--- src/rtl/counter_arbiter_if.sv ---
// Request/response bundle between two counter-job requesters and counter_arbiter.
// master = requester/counter side, slave = arbiter side.
interface counter_arbiter_if;
  logic        req0;
  logic        req1;
  logic [1:0]  mode0;
  logic [1:0]  mode1;
  logic [31:0] load0;
  logic [31:0] load1;
  logic [15:0] len0;
  logic [15:0] len1;
  logic        ack0;
  logic        ack1;
  logic        busy;
  logic        gnt;
  logic        enable;
  logic [1:0]  modo;
  logic [31:0] para;

  modport master (
    output req0, req1, mode0, mode1, load0, load1, len0, len1,
    input  ack0, ack1, busy, gnt, enable, modo, para
  );

  modport slave (
    input  req0, req1, mode0, mode1, load0, load1, len0, len1,
    output ack0, ack1, busy, gnt, enable, modo, para
  );
endinterface

--- src/rtl/counter_arbiter.sv ---
// Two-requester arbiter driving an external up/down counter through IDLE/LOAD/RUN/DONE jobs.
// Define COUNTER_ARBITER_RR_EN for round-robin arbitration; default is fixed priority to requester 0.
module counter_arbiter (
  input  logic              clk,
  input  logic              reset,
  counter_arbiter_if.slave  bus
);

  localparam logic [1:0] MODE_HOLD = 2'b11;

  typedef enum logic [1:0] {
    IDLE = 2'b00,
    LOAD = 2'b01,
    RUN  = 2'b10,
    DONE = 2'b11
  } state_t;

  state_t      state_reg;
  logic [1:0]  mode_reg;
  logic [15:0] len_reg;
  logic [15:0] cnt_reg;
  logic        enable_reg;
  logic [1:0]  modo_reg;
  logic [31:0] para_reg;
  logic        ack0_reg;
  logic        ack1_reg;
  logic        busy_reg;
  logic        gnt_reg;

  logic [1:0]  req_vec;
  logic [1:0]  mode_arr [2];
  logic [31:0] load_arr [2];
  logic [15:0] len_arr  [2];
  logic        win;

  assign req_vec     = {bus.req1, bus.req0};
  assign mode_arr[0] = bus.mode0;
  assign mode_arr[1] = bus.mode1;
  assign load_arr[0] = bus.load0;
  assign load_arr[1] = bus.load1;
  assign len_arr[0]  = bus.len0;
  assign len_arr[1]  = bus.len1;

`ifdef COUNTER_ARBITER_RR_EN
  // Pointer names the requester favoured on a tie: the one not granted last.
  logic rr_ptr_reg;

  always_ff @(posedge clk) begin
    if (reset) begin
      rr_ptr_reg <= 1'b0;
    end else if (state_reg == IDLE && req_vec != 2'b00) begin
      rr_ptr_reg <= ~win;
    end
  end

  always_comb begin
    win = 1'b0;
    if (req_vec == 2'b11) begin
      win = rr_ptr_reg;
    end else begin
      win = req_vec[1];
    end
  end
`else
  always_comb begin
    win = 1'b0;
    if (!req_vec[0]) begin
      win = 1'b1;
    end
  end
`endif

  // All outputs are registered and updated together with the state so they
  // always describe the state being entered.
  always_ff @(posedge clk) begin
    if (reset) begin
      state_reg  <= IDLE;
      mode_reg   <= 2'b00;
      len_reg    <= 16'd0;
      cnt_reg    <= 16'd0;
      enable_reg <= 1'b0;
      modo_reg   <= MODE_HOLD;
      para_reg   <= 32'd0;
      ack0_reg   <= 1'b0;
      ack1_reg   <= 1'b0;
      busy_reg   <= 1'b0;
      gnt_reg    <= 1'b0;
    end else begin
      ack0_reg <= 1'b0;
      ack1_reg <= 1'b0;
      case (state_reg)
        IDLE: begin
          enable_reg <= 1'b0;
          modo_reg   <= MODE_HOLD;
          busy_reg   <= 1'b0;
          if (req_vec != 2'b00) begin
            gnt_reg    <= win;
            mode_reg   <= mode_arr[win];
            len_reg    <= len_arr[win];
            para_reg   <= load_arr[win];
            enable_reg <= 1'b1;
            busy_reg   <= 1'b1;
            state_reg  <= LOAD;
          end
        end

        LOAD: begin
          if (len_reg == 16'd0 || mode_reg == MODE_HOLD) begin
            enable_reg <= 1'b0;
            modo_reg   <= MODE_HOLD;
            ack0_reg   <= ~gnt_reg;
            ack1_reg   <= gnt_reg;
            state_reg  <= DONE;
          end else begin
            enable_reg <= 1'b1;
            modo_reg   <= mode_reg;
            cnt_reg    <= len_reg;
            state_reg  <= RUN;
          end
        end

        RUN: begin
          // cnt_reg holds the RUN cycles remaining including the current one.
          if (cnt_reg == 16'd1) begin
            cnt_reg    <= 16'd0;
            enable_reg <= 1'b0;
            modo_reg   <= MODE_HOLD;
            ack0_reg   <= ~gnt_reg;
            ack1_reg   <= gnt_reg;
            state_reg  <= DONE;
          end else begin
            cnt_reg <= cnt_reg - 16'd1;
          end
        end

        DONE: begin
          enable_reg <= 1'b0;
          modo_reg   <= MODE_HOLD;
          busy_reg   <= 1'b0;
          state_reg  <= IDLE;
        end

        default: begin
          state_reg <= IDLE;
        end
      endcase
    end
  end

  assign bus.enable = enable_reg;
  assign bus.modo   = modo_reg;
  assign bus.para   = para_reg;
  assign bus.ack0   = ack0_reg;
  assign bus.ack1   = ack1_reg;
  assign bus.busy   = busy_reg;
  assign bus.gnt    = gnt_reg;

endmodule

--- src/flat_wrapper.sv ---
// flat-port wrapper written by rule: the top's interface ports become plain ports
module counter_arbiter_flat 
  (clk, reset, bus_req0, bus_req1, bus_mode0, bus_mode1, bus_load0, bus_load1, bus_len0, bus_len1, bus_ack0, bus_ack1, bus_busy, bus_gnt, bus_enable, bus_modo, bus_para);
  counter_arbiter_if bus_i ();
  input  logic clk;
  input  logic reset;
  input wire logic [$bits(bus_i.req0)-1:0] bus_req0;
  input wire logic [$bits(bus_i.req1)-1:0] bus_req1;
  input wire logic [$bits(bus_i.mode0)-1:0] bus_mode0;
  input wire logic [$bits(bus_i.mode1)-1:0] bus_mode1;
  input wire logic [$bits(bus_i.load0)-1:0] bus_load0;
  input wire logic [$bits(bus_i.load1)-1:0] bus_load1;
  input wire logic [$bits(bus_i.len0)-1:0] bus_len0;
  input wire logic [$bits(bus_i.len1)-1:0] bus_len1;
  output wire logic [$bits(bus_i.ack0)-1:0] bus_ack0;
  output wire logic [$bits(bus_i.ack1)-1:0] bus_ack1;
  output wire logic [$bits(bus_i.busy)-1:0] bus_busy;
  output wire logic [$bits(bus_i.gnt)-1:0] bus_gnt;
  output wire logic [$bits(bus_i.enable)-1:0] bus_enable;
  output wire logic [$bits(bus_i.modo)-1:0] bus_modo;
  output wire logic [$bits(bus_i.para)-1:0] bus_para;
  assign bus_i.req0 = bus_req0;
  assign bus_i.req1 = bus_req1;
  assign bus_i.mode0 = bus_mode0;
  assign bus_i.mode1 = bus_mode1;
  assign bus_i.load0 = bus_load0;
  assign bus_i.load1 = bus_load1;
  assign bus_i.len0 = bus_len0;
  assign bus_i.len1 = bus_len1;
  assign bus_ack0 = bus_i.ack0;
  assign bus_ack1 = bus_i.ack1;
  assign bus_busy = bus_i.busy;
  assign bus_gnt = bus_i.gnt;
  assign bus_enable = bus_i.enable;
  assign bus_modo = bus_i.modo;
  assign bus_para = bus_i.para;
  counter_arbiter u_core (.clk(clk), .reset(reset), .bus(bus_i));
endmodule
--- config.mk ---
export PLATFORM = sky130hd
export DESIGN_NAME = counter_arbiter_flat
export DESIGN_NICKNAME = d
export VERILOG_FILES = /design/src/rtl/counter_arbiter_if.sv /design/src/rtl/counter_arbiter.sv /design/src/flat_wrapper.sv
export SDC_FILE = /design/constraint.sdc
export NUM_CORES = 1
export LEC_CHECK = 0
export BUFFER_PORTS_ARGS = -buffer_cell sky130_fd_sc_hd__buf_4
export CAP_MARGIN = 20
export CORE_MARGIN = 3
export CORE_UTILIZATION = 30
export CTS_CLUSTER_SIZE = 16
export DETAILED_ROUTE_END_ITERATION = 6
export PLACE_DENSITY = 0.55
export SYNTH_ARGS = -nofsm -noshare
export SYNTH_HDL_FRONTEND = slang
export SYNTH_SLANG_ARGS = --single-unit
--- constraint.sdc ---
create_clock -name clk -period 1.9 [get_ports clk]
set_clock_uncertainty 0.15 [all_clocks]
set_input_delay 0.285 -clock clk [delete_from_list [all_inputs] [get_ports clk]]
set_output_delay 0.285 -clock clk [all_outputs]
set_load 0.01 [all_outputs]
# After elaboration in Yosys (flattened, before gate mapping)
# Cells that the tools add are included.
# W data, S select, Z words.
[word_totals] ff_bits=75 latch_bits=0 ramBits=0 romBits=0 input_bits=104 out_inout_bits=39 mem_count=0
[classes] n_addsub=1 mul=0 div=0 magnitude_cmp=1 eq_ne=8 n_shift=0 muxes=30 bitwise_logic=2 n_reduce_logical=10
[ops] op="$mux W32" count=3
[ops] op="$mux W16" count=5
[ops] op="$pmux W16 S2" count=1
[ops] op="$eq A16 B1 Y1 const B" count=1
[ops] op="$logic_not A16 Y1" count=1
[ops] op="$sub A16 B1 Y16 const B" count=1
[ops] op="$mux W2" count=6
[ops] op="$mux W1" count=9
[ops] op="$pmux W2 S4" count=1
[ops] op="$eq A2 B2 Y1 const B" count=3
[ops] op="$pmux W1 S2" count=3
[ops] op="$pmux W2 S3" count=1
[ops] op="$reduce_and A2 Y1" count=3
[ops] op="$reduce_bool A2 Y1" count=3
[ops] op="$ne A2 B1 Y1 const B" count=2
[ops] op="$pmux W1 S4" count=1
[ops] op="$eq A2 B1 Y1 const B" count=1
[ops] op="$ge A2 B2 Y1 const B" count=1
[ops] op="$logic_not A2 Y1" count=1
[ops] op="$ne A2 B2 Y1 const B" count=1
[ops] op="$not A1 Y2" count=1
[ops] op="$reduce_or A2 Y1" count=1
[ops] op="$logic_or A1 B1 Y1" count=1
[ops] op="$not A1 Y1" count=1

# Logic depth before layout (Yosys ltp)
[depth] depth_word=5 mapped_depth=9

# Worst setup path before layout
# OpenSTA, ideal clock, no wires.
[synth_path] path_kind="reg2reg" start="register u_core.cnt_reg[1]" end="register u_core.cnt_reg[6]" arrival_time_ns=1.731 t_required_ns=1.662 setup_slack_ns=-0.069 stages_incl_launch_ff=10 path_buffers=2 path_cell_list="dfxtp_1 inv_1 ha_1 nor4b_1 and4_1 buf_6 nand2b_4 buf_6 o32a_1 o32ai_2"
[synth_between] elab_chain_len=3
[synth_rtl] item="start: declaration" line_no="counter_arbiter.sv:21" source="logic [15:0] cnt_reg;"
[synth_rtl] item="start signal: assignment" line_no="counter_arbiter.sv:117" source="cnt_reg <= len_reg;"
[synth_rtl] item="start signal: assignment" line_no="counter_arbiter.sv:132" source="cnt_reg <= cnt_reg - 16'd1;"
[synth_rtl] item="$sub A16 B1 Y16 or $eq A16 B1 Y1 (tied branches)" line_no="counter_arbiter.sv:132, counter_arbiter.sv:124"
[synth_rtl] item="$mux W16 *" line_no="counter_arbiter.sv:124" source="if (cnt_reg == 16'd1) begin"
[synth_rtl] item="$pmux W16 S2 *" line_no="counter_arbiter.sv:91" source="case (state_reg)"
# Every way passes the cells marked *; elsewhere a longest branch is shown, timed or not.
# A chain may end at the register's enable or synchronous reset.

# Worst setup path in the final report
[layout_path] start="register u_core.len_reg[11]" end="register u_core.cnt_reg[1]"
[layout_between] elab_chain_len=4
[layout_rtl] item="start: declaration" line_no="counter_arbiter.sv:20" source="logic [15:0] len_reg;"
[layout_rtl] item="start signal: assignment" line_no="counter_arbiter.sv:99" source="len_reg <= len_arr[win];"
[layout_rtl] item="$logic_not A16 Y1" line_no="counter_arbiter.sv:108" source="if (len_reg == 16'd0 || mode_reg == MODE_HOLD) begin"
[layout_rtl] item="$logic_or A1 B1 Y1" line_no="counter_arbiter.sv:108"
[layout_rtl] item="$ne A2 B2 Y1 (no line)"
[layout_rtl] item="$reduce_and A2 Y1 (no line)"
# No other way between the ends.

==> metrics.txt <==
Area growth syn-to-layout=56.9%; first-pass GRT wire length=approximately 18000 um; DP Area=5370 um^2; antenna fix cells=0; ys async rst share=0%; area share of the largest cell type after synthesis=39.3%; Yosys top cell by area=dfxtp_1; I/O pin cnt=143; CTS tree=yes; DR vias/cell=roughly 5.0; arrival time at the worst endpoint=slightly above 2 ns; CTS Buf Count=9; buffer levels on the longest clock path=2; Final GP Congestion=0.833; top post-synthesis cells by area=dfxtp_1 39%, mux2i_1 13%, a211oi_1 11%, nor2_1 6.5%, ha_1 2.3%; commonest cells after routing, fill and taps aside=188 x buf_4, 71 x dfxtp_1, 64 x nor2_1, 54 x a211oi_1, 50 x mux2i_1; slowest cell on the critical path=dfxtp_2; Finished Cell Area=between 5000 and 6000 um^2; CP Launch Type=flip-flop; max reg flops=32; max-slew violations=0; Die Y=around 120 um; #FFs+latches synth=75; H-tree levels=3; RSZ-0062 raised after global routing=true; NumNets Final=707; commonest non-fill, non-tap cell in the layout=buf_4; worst skew pair latency=about 0.33 ns; synthesized netlist net count=527; Max-slew headroom=66.1%; count of different cell masters after synthesis=56; Setup crit end kind=flip-flop; failing checks=negative setup slack; CP max stage delay=~0.33 ns; status=finished with violations; Pwr per Cell Area=approximately 1600 nW/um^2; setup violators final=4; post-detail-place hpwl=8310 um; port bufs=142; Largest delay share family, worst path=compound AO/OA/AOI/OAI gates; Fin. Hold Viols=0; CP required=slightly below 2 ns; Worst VDD drop=0.678 mV; fin worst setup slack=-0.0657 ns; CTS sink count=between 70 and 80; CTS root buf=clkbuf_16; Post-DRT Antenna Nets=0; largest net degree at the start of global routing=between 60 and 70; Max Fclk=0.509 GHz; grt ovf=0; critical path fanouts, max=8; Setup CP Type=flip-flop to flip-flop; Ys Warns=0; Worst-Margin Slew=0.509 ns; Iter 0 DRT Violations=between 150 and 200; num rows=40; Seq/Total Area, Yosys=39.3%; Critical Path, Cell by Cell=nor4_4 > buf_4 > nand4_1 > buf_6 > a31oi_4 > buf_12 > a211oi_2 > a211oi_1; Syn Inst Count=416; initial antenna violation count=0; CP Buf/Inv Count=3; Reg clk slew, reported paths=roughly 0.06 ns; Final Cycle Share=103%; vias in the first global route=3685; Post-Syn Area per Cell=slightly above 9 um^2; vias=about 3800; DIE AREA=roughly 14000 um^2; Hold WS=roughly 0.15 ns; ys flop type=dfxtp_1; hold crit path type=primary input to flip-flop; DRC=0; TritonRoute pass-1 iters=4; clock period minus worst slack=approximately 2.0 ns; initial core utilization=31.3%; DR WL/cell=around 16 um; core footprint=roughly 12000 um^2; share of layout cells above drive strength 1=between 40 and 50%; Mapped Area=3820 um^2; Post-synth EDFFs=0; die width=119 um; GRT Overall Usage=between 15 and 20%; number of max-cap violations=0; leakage=~0.0027 uW; Routed Wire Length=approximately 12000 um
==> routing by layer <==
| metal | global-route usage (%) | wire, um | vias to the layer above |
|---|---|---|---|
| li1 | - | - | 1903 |
| met1 | 20.3 | 5260 | 1776 |
| met2 | 25.2 | 5710 | 123 |
| met3 | 3.83 | 766 | 16 |
| met4 | 4.92 | 180 | 0 |
| met5 | 0 | 0 | - |
==> what timing repair did <==
item,CTS,global route
gates resized for setup,14,25
pin swaps,8,20
endpoints found under the hold margin,0,0
hold buffers,0,0
setup buffers,5,2
endpoints found under the setup margin,23,30
gates cloned,1,2
==> stage by stage <==
step                      utilization (%)  std cells  power [uW]  setup TNS [ns]  setup WS (ns)
after global routing                 49.0        769       10400           -1.72         -0.176
after global placement               44.0        743        7100          -0.805        -0.0963
after CTS                            47.6        765        9260         -0.0233        -0.0175
after floorplan                         -        416        5220         -0.0318        -0.0318
after detailed placement             44.0        743        7170           -1.69         -0.174
final                                49.0        769        9710          -0.143        -0.0657
==> cell type report <==
type	instances	area, um^2
multi-input combinational	295	2260
inverter	13	51.3
clock buffer	10	229
fill	1202	6230
timing repair buffer	202	1640
sequential	75	1510
clock inverter	6	90.1
tap	168	210
==> tightest hold or removal path, stage by stage <==
cell and delay (ns):
buf_4 0.09, a21oi_1 0.06, a211oi_1 0.15
==> cell usage after synthesis (2+ instances only) <==
| master | number |
|---|---|
| xnor2_1 | 4 |
| o22ai_1 | 3 |
| a22oi_1 | 2 |
| nor4_2 | 2 |
| a21o_1 | 2 |
| nand3_1 | 5 |
| ha_1 | 7 |
| buf_6 | 3 |
| nand4_1 | 3 |
| nand2b_1 | 11 |
| o32ai_2 | 2 |
| dfxtp_1 | 75 |
| o32ai_1 | 5 |
| inv_1 | 12 |
| a21oi_1 | 13 |
| mux2i_1 | 50 |
| nor3_1 | 11 |
| a221oi_1 | 5 |
| a211oi_1 | 56 |
| nand4b_1 | 2 |
| a311oi_1 | 2 |
| clkbuf_1 | 19 |
| o21a_1 | 2 |
| buf_1 | 4 |
| a32oi_1 | 2 |
| nor2_1 | 66 |
| buf_2 | 7 |
| nor4_1 | 6 |
| nor2b_1 | 2 |
| nand2_1 | 7 |
==> where the power goes <==
group          switching, uW  internal (uW)
logic                   2640           2620
clock network            693           1150
registers                448           2150
total                   3790           5920
==> kinds of logic after synthesis <==
group           share of synthesized area (%)
simple gates                             17.5
mux                                      13.1
flops                                    39.3
xor+xnor                                0.918
buf+inv                                  5.54
compound gates                           21.2
fa+ha+maj                                2.29
==> path summary, 6_finish.rpt <==
check	start	slack, ns	cells after the start	endpoint
min reg2reg	u_core.bus.para[20]$_SDFFE_PP0P_	0.35	2	u_core.bus.para[20]$_SDFFE_PP0P_
min	bus_req1	0.15	3	u_core.bus.gnt$_SDFFE_PP0P_
max reg2reg	u_core.len_reg[11]$_SDFFE_PP0P_	-0.07	8	u_core.cnt_reg[1]$_SDFFE_PP0P_
max	u_core.len_reg[11]$_SDFFE_PP0P_	-0.07	8	u_core.cnt_reg[1]$_SDFFE_PP0P_
Note: power is estimated with default switching activity, not from simulation.
